[src/rtl/key_pkg.sv]
// rtl/key_pkg.sv - shared key-path constants and click FSM state encoding
package key_pkg;

   localparam int KC_DEF_WINDOW = 10;
   localparam int KC_DEF_CNT_W  = 26;

   typedef enum logic [2:0] {
      KC_IDLE = 3'b001,
      KC_ONE  = 3'b010,
      KC_TWO  = 3'b100
   } kc_state_t;

endpackage

[src/rtl/click_window_timer.sv]
// rtl/click_window_timer.sv - inter-click window counter with expiry flag
module click_window_timer
   import key_pkg::*;
#(
   parameter int WINDOW = KC_DEF_WINDOW,
   parameter int CNT_W  = KC_DEF_CNT_W
)(
   input  logic clk,
   input  logic rst_n,
   input  logic clear,
   input  logic run,
   output logic expired
);

   localparam logic [CNT_W-1:0] LP_LAST = CNT_W'(WINDOW - 1);

   logic [CNT_W-1:0] r_cnt;

   always_ff @(posedge clk or negedge rst_n) begin
      if (!rst_n) begin
         r_cnt <= '0;
      end else if (clear) begin
         r_cnt <= '0;
      end else if (run) begin
         r_cnt <= r_cnt + CNT_W'(1);
      end
   end

   assign expired = (r_cnt == LP_LAST);

endmodule

[src/rtl/key_click_detect.sv]
// rtl/key_click_detect.sv - classifies debounced press bursts into single/double/triple clicks
module key_click_detect
   import key_pkg::*;
#(
   parameter int WINDOW = KC_DEF_WINDOW,
   parameter int CNT_W  = KC_DEF_CNT_W
)(
   input  logic clk,
   input  logic rst_n,
   input  logic key_pulse,
   output logic single_click,
   output logic double_click,
   output logic triple_click,
   output logic busy
);

   kc_state_t r_state;
   kc_state_t w_state_nxt;
   logic      r_single, r_double, r_triple;
   logic      w_single_nxt, w_double_nxt, w_triple_nxt;
   logic      w_clear, w_run, w_expired;

   click_window_timer #(
      .WINDOW (WINDOW),
      .CNT_W  (CNT_W)
   ) u_timer (
      .clk     (clk),
      .rst_n   (rst_n),
      .clear   (w_clear),
      .run     (w_run),
      .expired (w_expired)
   );

   // A click always wins over a simultaneous window expiry.
   always_comb begin
      w_state_nxt  = KC_IDLE;
      w_single_nxt = 1'b0;
      w_double_nxt = 1'b0;
      w_triple_nxt = 1'b0;
      w_clear      = 1'b1;
      w_run        = 1'b0;
      case (r_state)
         KC_IDLE: begin
            if (key_pulse) w_state_nxt = KC_ONE;
         end
         KC_ONE: begin
            if (key_pulse) begin
               w_state_nxt = KC_TWO;
            end else if (w_expired) begin
               w_single_nxt = 1'b1;
            end else begin
               w_state_nxt = KC_ONE;
               w_clear     = 1'b0;
               w_run       = 1'b1;
            end
         end
         KC_TWO: begin
            if (key_pulse) begin
               w_triple_nxt = 1'b1;
            end else if (w_expired) begin
               w_double_nxt = 1'b1;
            end else begin
               w_state_nxt = KC_TWO;
               w_clear     = 1'b0;
               w_run       = 1'b1;
            end
         end
         default: begin
            w_state_nxt = KC_IDLE;
         end
      endcase
   end

   always_ff @(posedge clk or negedge rst_n) begin
      if (!rst_n) begin
         r_state  <= KC_IDLE;
         r_single <= 1'b0;
         r_double <= 1'b0;
         r_triple <= 1'b0;
      end else begin
         r_state  <= w_state_nxt;
         r_single <= w_single_nxt;
         r_double <= w_double_nxt;
         r_triple <= w_triple_nxt;
      end
   end

   assign single_click = r_single;
   assign double_click = r_double;
   assign triple_click = r_triple;
   assign busy         = (r_state == KC_ONE) || (r_state == KC_TWO);

endmodule

[config.mk]
export PLATFORM = sky130hd
export DESIGN_NAME = key_click_detect
export DESIGN_NICKNAME = d
export VERILOG_FILES = /design/src/rtl/key_pkg.sv /design/src/rtl/click_window_timer.sv /design/src/rtl/key_click_detect.sv
export SDC_FILE = /design/constraint.sdc
export NUM_CORES = 1
export LEC_CHECK = 0
export BUFFER_PORTS_ARGS = -buffer_cell sky130_fd_sc_hd__buf_2
export CORE_MARGIN = 2
export CORE_UTILIZATION = 30
export CTS_BUF_LIST = sky130_fd_sc_hd__clkbuf_2 sky130_fd_sc_hd__clkbuf_4 sky130_fd_sc_hd__clkbuf_8
export DETAILED_ROUTE_END_ITERATION = 10
export SYNTH_ARGS = -nofsm -noshare
export SYNTH_HDL_FRONTEND = slang
export SYNTH_SLANG_ARGS = --single-unit
[constraint.sdc]
create_clock -name clk -period 2.8 [get_ports clk]
set_clock_uncertainty 0.2 [all_clocks]
set_input_delay 0.14 -clock clk [delete_from_list [all_inputs] [get_ports clk]]
set_output_delay 0.14 -clock clk [all_outputs]
set_load 0.05 [all_outputs]
# After elaboration in Yosys (flattened, before gate mapping)
# Cells that the tools add are included.
[totals] wordCells=32 output_inout_bits=4 inputBits=3 ff_bits=32
[op_classes] reduce_logical=3 muxes=19 n_eq_ne=4 addsub=1
[ops] op="$mux 26" n=2
[ops] op="$add 26x1->26 const B" n=1
[ops] op="$eq 26x4->1 const B" n=1
[ops] op="$mux 1" n=11
[ops] op="$mux 3" n=3
[ops] op="$pmux 3 s3" n=1
[ops] op="$mux 2" n=2
[ops] op="$eq 3x1->1 const B" n=1
[ops] op="$eq 3x2->1 const B" n=1
[ops] op="$eq 3x3->1 const B" n=1
[ops] op="$reduce_bool 2->1" n=1
[ops] op="$reduce_or 2->1" n=1
[ops] op="$logic_or 1x1->1" n=1

# Longest topological paths before layout
# Gate-level depths: netlist (run 1).
[depth] ltp_word=6 mapped_depth=7 mapped_depth_nobuf=6

# By module
# From an unflattened synthesis (run 1), not the netlist that was laid out.
[hier_totals] hier_cells=177 area_unflattened_um2=1679.1
[modules_own_cells] module="click_window_timer" n_inst=1 area_per_inst_um2=1400.1 cells_each=150 seq_area_each_um2=650.6
[modules_own_cells] module="key_click_detect" n_inst=1 area_per_inst_um2=279.0 cells_each=27 seq_area_each_um2=151.4

# Worst setup path before layout (run 1)
# Ideal clock, no wire load.
[synth_path] path_type="reg2reg" startpoint="register u_timer.r_cnt[21]" endpoint="register u_timer.r_cnt[20]" t_required_ns=2.470 setup_slack_ns=0.677 setup_time_ns=0.130 arrival_ns=1.793 path_stages_with_launch=6 path_buffers=1 period_less_slack_ns=2.123 cell_sequence="dfrtp_1 or4_1 or3_4 o211ai_4 buf_6 a21oi_1"
[synth_via] elab_chain_len=5 elab_cells_between_ends=9 cone_classes="eq/ne (1); mux (7); reduce/logical (1)"
[synth_lines] element="start: declaration" line="click_window_timer.sv:17" rtl="logic [CNT_W-1:0] r_cnt;"
[synth_lines] element="start signal: assignment" line="click_window_timer.sv:25" rtl="r_cnt <= r_cnt + CNT_W'(1);"
[synth_lines] element="$eq 26x4->1 (*)" line="click_window_timer.sv:29" rtl="assign expired = (r_cnt == LP_LAST);"
[synth_lines] element="$mux 1" line="key_click_detect.sv:49, key_click_detect.sv:60"
[synth_lines] element="$mux 1" line="key_click_detect.sv:47" rtl="if (key_pulse) begin"
[synth_lines] element="$mux 1"
[synth_lines] element="$mux 26 / $reduce_bool 2->1 (equally long branches)"
# Mark *: on every way between the ends. The rest lies on a longest branch, timed or not.
# A chain may end at the register's enable or synchronous reset.

# Worst setup path after layout (run 1)
[layout_path] startpoint="register u_timer.r_cnt[21]" endpoint="register u_timer.r_cnt[2]"
# Same word-level chain as after synthesis.

==> results of run 1 <==
==> how the worst min path moves through the flow <==
stage | endpoint | from | slack [ns]
after floorplan | double_click | rst_n | -0.36
after global placement | u_timer.r_cnt[5] | rst_n | 0.04
after detailed placement | u_timer.r_cnt[5] | rst_n | 0.04
after CTS | u_timer.r_cnt[0] | rst_n | 0.28
after global routing | u_timer.r_cnt[0] | rst_n | 0.32
final | u_timer.r_cnt[0] | rst_n | 0.24
==> cells in the final DEF, fill, tap and decap left out, drive strengths merged <==
| master | Yosys | final |
|---|---|---|
| or3b | 1 | 1 |
| inv | 3 | 3 |
| xor2 | 9 | 9 |
| a211oi | 1 | 1 |
| dfrtp | 31 | 31 |
| o31ai | 4 | 4 |
| a21oi | 13 | 13 |
| or4 | 7 | 7 |
| nor4 | 3 | 3 |
| and3 | 2 | 2 |
| dfstp | 1 | 1 |
| or3 | 8 | 8 |
| nor4bb | 1 | 1 |
| and2 | 4 | 4 |
| dlygate4sd3 | 0 | 2 |
| and4 | 8 | 8 |
| ha | 2 | 2 |
| bufinv | 0 | 1 |
| nor2 | 20 | 20 |
| o211ai | 1 | 1 |
| xnor2 | 4 | 4 |
| o22ai | 2 | 2 |
| nand4 | 10 | 10 |
| o21a | 1 | 1 |
| nand3 | 9 | 9 |
| clkbuf | 3 | 7 |
| nor2b | 1 | 1 |
| nand3b | 2 | 2 |
| buf | 3 | 8 |
| o21ai | 8 | 8 |
| or2 | 1 | 1 |
| nand2 | 11 | 11 |
==> per-layer routing <==
layer / GRT usage (%) / wire length, um / part of all wire [%]
met5: 0 / 0 / 0
met4: 3.621 / 37 / 1.1
met3: 3.068 / 103 / 3.0
met2: 20.08 / 1587 / 46
met1: 16.83 / 1756 / 50
==> what timing repair did <==
action,in CTS,in global routing
hold endpoints to repair,32,0
resized for setup,0,0
endpoints found under the setup margin,0,0
hold buffers,2,0
buffers inserted,0,0
==> registers in the layout, summed over array words and instances (netlist names) <==
name,count
r_state,3
u_timer.r_cnt,26
double_click,1
single_click,1
triple_click,1
==> report_power, final <==
| group | internal [uW] | switching (uW) | total (uW) | leakage (uW) |
|---|---|---|---|---|
| clock | 314 | 168 | 482 | 0.0000645 |
| sequential | 485 | 24.7 | 510 | 0.000442 |
| combinational | 41.5 | 75.5 | 117 | 0.000241 |
| total | 841 | 269 | 1110 | 0.000748 |
==> logic make-up after synthesis <==
logic type	count (synthesis)
buffers and inverters	10
AO/OA/AOI/OAI	30
XOR/XNOR	13
adder cells (fa/ha/maj)	2
flip-flops	32
AND/OR/NAND/NOR	88
==> cell type report <==
class | count | area [um2] | area share [%]
Multi-Input combinational cell | 133 | 835.8 | 43.29
Sequential cell | 32 | 802.0 | 41.54
Clock buffer | 7 | 96.34 | 4.990
Tap cell | 72 | 90.09 | 4.666
Timing Repair Buffer | 10 | 65.06 | 3.370
Clock inverter | 1 | 30.03 | 1.555
Inverter | 3 | 11.26 | 0.5833
==> worst max-delay path, stage by stage, from the launching register on <==
cell      delay, ns
dfrtp_1        0.42
or4_1          0.56
or3_4          0.43
o211ai_4       0.15
buf_4          0.30
nor2_1         0.09
==> stage by stage <==
stage	power, uW	area, um2	std cells	utilization, %
finish	1110	1931	258	35.28
CTS	1124	1931	258	35.28
floorplan	606.0	1698	175	-
detailed placement	636.2	1784	248	32.60
global route	1156	1931	258	35.28
global placement	635.4	1784	248	32.60
==> run_results.csv, run 1 <==
group,metric,value,unit
timing,rsz0062_at_grt,"false",
floorplanning,start_util,31.02,%
floorplanning,dieArea,6277,um2
synthesis,synthFlopType,"dfrtp_1",
timing,setup-tns-final,0,ns
critical_path,regToRegSetupSlack,0.52,ns
global_route,grt_usage,12.55,%
power_and_ir_drop,vdd.ir_drop.worst,332.9,uV
synthesis,synthAdderAreaFrac,1.474,%
clock_tree,cts_buffer_depth,2,
critical_path,r2r-end,"u_timer.r_cnt[2]",
layout,final_nets,190,
placed_design,place_congestion,0.7332,
synthesis,synthMuxAreaShare,0,%
critical_path,crit_type,"reg -> reg",
timing,hold_violations,0,
timing,setup_violations,0,
synthesis,yosysMostFrequentCell,"dfrtp_1",
synthesis,ys_ff_latch,32,
synthesis,synth_xor_xnor_area_share,6.706,%
detailed_routing,wl_per_cell,13.51,um
global_route,grt_remaining_overflow,0,
critical_path,reg2reg_from,"u_timer.r_cnt[21]",
timing,clock.fmax,0.4391,GHz
timing,relSlewSlack,52.36,%
clock_tree,cts_buffers,5,
critical_path,arrival,2.23,ns
critical_path,critPathLaunch,"u_timer.r_cnt[21]",
floorplanning,num_rows,27,
synthesis,netlist_top_cells_area,"dfrtp_1 (46%), xor2_1 (4.6%), nor2_1 (4.4%)",
placed_design,numPortBuffers,6,
synthesis,synth_nets,180,
detailed_routing,first_pass_iters,4,
synthesis,yosys.area.top_type_share,45.69,%
detailed_routing,drt_iter0_drc,97,
timing,whs,0.2408,ns
synthesis,yosysSeqAreaShare,47.24,%
global_route,antenna_found_initial,0,
synthesis,syn_area_per_cell,9.702,um2
critical_path,crit_path_end_kind,"register",
placed_design,place_hpwl,2365,um
clock_tree,cts_root_buf,"clkbuf_8",
critical_path,required,2.75,ns
min_path,hold_path.class,"in -> async",
critical_path,worstRegToRegCells,5,
layout,antenna_cells,0,
detailed_routing,ant_nets,0,
synthesis,synth-simple-area-share,30.21,%
floorplanning,pin_count,7,
layout,fillers,576,
layout,drive_above_1_share,13.98,%
critical_path,crit_end,"u_timer.r_cnt[2]",
timing,slew_viol_final,0,
global_route,grt_max_degree,33,
status,status,"completed",
timing,worst_slack,0.5224,ns
synthesis,netlist_area,1698,um2
synthesis,synth_common_cells,"dfrtp_1 (31), nor2_1 (20), a21oi_1 (13), nand2_1 (11), nand4_1 (10)",
synthesis,synth_top_area_cell,"dfrtp_1",
critical_path,cp_max_fo,26,
clock_tree,path_clk_slew,0.07,ns
clock_tree,cts.sink_count,32,
clock_tree,clock_latency,0.29,ns
timing,tightest_slew,0.7146,ns
clock_tree,cts_tree,"done",
floorplanning,die_x,79.23,um
synthesis,syn_inst,175,
floorplanning,coreArea,5473,um2
clock_tree,htree_levels,2,
synthesis,synth-compound-area-share,10.83,%
critical_path,startpoint_type,"register",
synthesis,yosys_warnings,0,
placed_design,pre_cts_ws,0.5260,ns
power_and_ir_drop,power_density,574.7,nW/um2
flow_run,cap_violations,0,
global_route,grt_pass1_wl,6230,um
global_route,grt_pass1_vias,1315,
detailed_routing,drt-total-wl,3485,um
synthesis,synth_top_family_by_area,"simple AND/OR/NAND/NOR gates",
floorplanning,die_h,79.23,um
power_and_ir_drop,power_leakage,0.0007481,uW
timing,fin_crit_sh,81.34,%
synthesis,async_flop_share,100.0,%
synthesis,synth_edf_count,0,
detailed_routing,drc,0,
layout,syn2layout_area_growth,13.71,%
detailed_routing,vias,1321,
detailed_routing,vias_per_cell,5.120,
timing,min_period,2.278,ns
synthesis,ys_types,37,
Note: power is estimated with default switching activity, not from simulation.
==> run 2, diff against run 1 <==
Clock period 2.8 ns to 2.2 ns, I/O delays scaled along.
==> run_results.csv, run 2 (synthesized netlist as in run 1, its figures left out) <==
group,metric,value,unit
status,status,"completed",
floorplanning,die_x,79.23,um
power_and_ir_drop,total_power,1307,uW
clock_tree,cts_buffers,5,
floorplanning,dieArea,6277,um2
global_route,grt_pass1_vias,1391,
timing,setup-tns-final,0,ns
timing,clock.fmax,0.4741,GHz
layout,reg.largest.list,"u_timer.r_cnt: 26 flops, r_state: 3 flops",
layout,layout_common_cells,"dfrtp_1 (31), nor2_1 (20), a21oi_1 (13), nand2_1 (11)",
power_and_ir_drop,clkPwrFrac,37.8,%
critical_path,regToRegSetupSlack,0.09,ns
layout,layout.cells.most_common,"dfrtp_1",
detailed_routing,drt_iter0_drc,22,
clock_tree,htree_levels,2,
power_and_ir_drop,intPower,959.4,uW
timing,slew_viol_final,0,
placed_design,placed_cell_area,1864,um2
detailed_routing,vias_per_cell,5.000,
clock_tree,cts_tree,"done",
floorplanning,num_rows,27,
placed_design,place_congestion,0.7150,
clock_tree,cts_buffer_depth,2,
critical_path,cp_max_fo,26,
detailed_routing,drt-total-wl,3585,um
critical_path,crit_slowest_cell,"or4_1",
critical_path,crit_chain,"or4_1 -> or3_4 -> o211ai_4 -> buf_12 -> a21oi_1",
power_and_ir_drop,vdd.ir_drop.worst,251.9,uV
floorplanning,coreArea,5473,um2
timing,fin_crit_sh,95.88,%
clock_tree,cts_root_buf,"clkbuf_8",
clock_tree,post_cts_buffers,0,
layout,final_nets,199,
layout,largest_register_ffs,26,
power_and_ir_drop,p_sw,347.1,uW
critical_path,crit_family,"simple AND/OR/NAND/NOR gates",
layout,final_area,1991,um2
power_and_ir_drop,power_frac_comb,12.5,%
floorplanning,die_h,79.23,um
detailed_routing,wl_per_cell,13.43,um
placed_design,place_hpwl,2539,um
min_path,hold_path.class,"in -> async",
layout,postLayoutCoreUtil,36.37,%
flow_run,cap_violations,0,
detailed_routing,ant_nets,0,
power_and_ir_drop,swShare,26.57,%
timing,tightest_slew,0.7213,ns
global_route,grt_usage,13.10,%
detailed_routing,first_pass_iters,4,
detailed_routing,drc,0,
critical_path,crit_type,"reg -> reg",
layout,antenna_cells,0,
floorplanning,pin_count,7,
timing,whs,0.2241,ns
clock_tree,cts.sink_count,32,
critical_path,arrival,2.07,ns
power_and_ir_drop,power_leakage,0.0007848,uW
critical_path,critPathMaxStageDelay,0.53,ns
critical_path,critPathBufInv,1,
detailed_routing,vias,1335,
layout,regMostFlops,"u_timer.r_cnt",
critical_path,required,2.16,ns
global_route,grt_remaining_overflow,0,
timing,setup_violations,0,
critical_path,reg2reg_from,"u_timer.r_cnt[22]",
global_route,grt_pass1_wl,6458,um
critical_path,crit_path_end_kind,"register",
global_route,antenna_found_initial,0,
timing,rsz0062_at_grt,"false",
power_and_ir_drop,power_density,656.3,nW/um2
layout,drive_above_1_share,18.97,%
placed_design,numPortBuffers,6,
floorplanning,start_util,31.02,%
timing,min_period,2.109,ns
layout,fillers,573,
global_route,grt_max_degree,33,
power_and_ir_drop,seq_power_share,49.8,%
timing,hold_violations,0,
clock_tree,clock_latency,0.28,ns
critical_path,startpoint_type,"register",
clock_tree,path_clk_slew,0.07,ns
layout,syn2layout_area_growth,17.24,%
critical_path,r2r-end,"u_timer.r_cnt[24]",
critical_path,worstRegToRegCells,5,
timing,relSlewSlack,51.91,%
## run 2: per-stage QoR
stage               std cells  setup slack, ns
floorplan                 175          0.07679
global placement          257           0.1105
detailed placement        257          0.09397
CTS                       267          0.08518
global route              267         0.006396
finish                    267          0.09060
## run 2: timing repair
action,in CTS,in global routing
hold buffers,2,0
resized for setup,0,3
endpoints found under the setup margin,0,29
endpoints found under the hold margin,36,0
## run 2: layer usage
layer  global-route usage (%)  part of all wire (%)
met3                    3.068                   2.6
met5                        0                     0
met4                    4.655                   1.5
met1                    16.83                    50
met2                    21.53                    46
## run 2: worst max-delay path by stage
stage / startpoint / to / slack [ns] / depth (start not counted)
4_1_cts: u_timer.r_cnt[22] / u_timer.r_cnt[24] / 0.09 / 5
6_report: u_timer.r_cnt[22] / u_timer.r_cnt[24] / 0.09 / 5
3_5_place_dp: u_timer.r_cnt[22] / u_timer.r_cnt[23] / 0.09 / 5
2_1_floorplan: u_timer.r_cnt[21] / u_timer.r_cnt[20] / 0.08 / 5
5_1_grt: u_timer.r_cnt[21] / u_timer.r_cnt[0] / 0.006 / 5
3_3_place_gp: u_timer.r_cnt[22] / u_timer.r_cnt[10] / 0.11 / 5
## run 2: final cells by class
class | instances | area, um2 | share of cell area (%)
Clock buffer | 8 | 97.59 | 4.903
Inverter | 3 | 11.26 | 0.5657
Multi-Input combinational cell | 133 | 844.6 | 42.43
Sequential cell | 32 | 802.0 | 40.29
Tap cell | 72 | 90.09 | 4.525
Timing Repair Buffer | 19 | 145.1 | 7.291
## run 2: power by group through the flow
stage	Combinational (uW)	Sequential (uW)	Clock [uW]
final	163	650	493
after CTS	166	651	512
after detailed placement	163	662	0
after global placement	160	661	0
after floorplan	117	654	0
after global routing	186	657	541
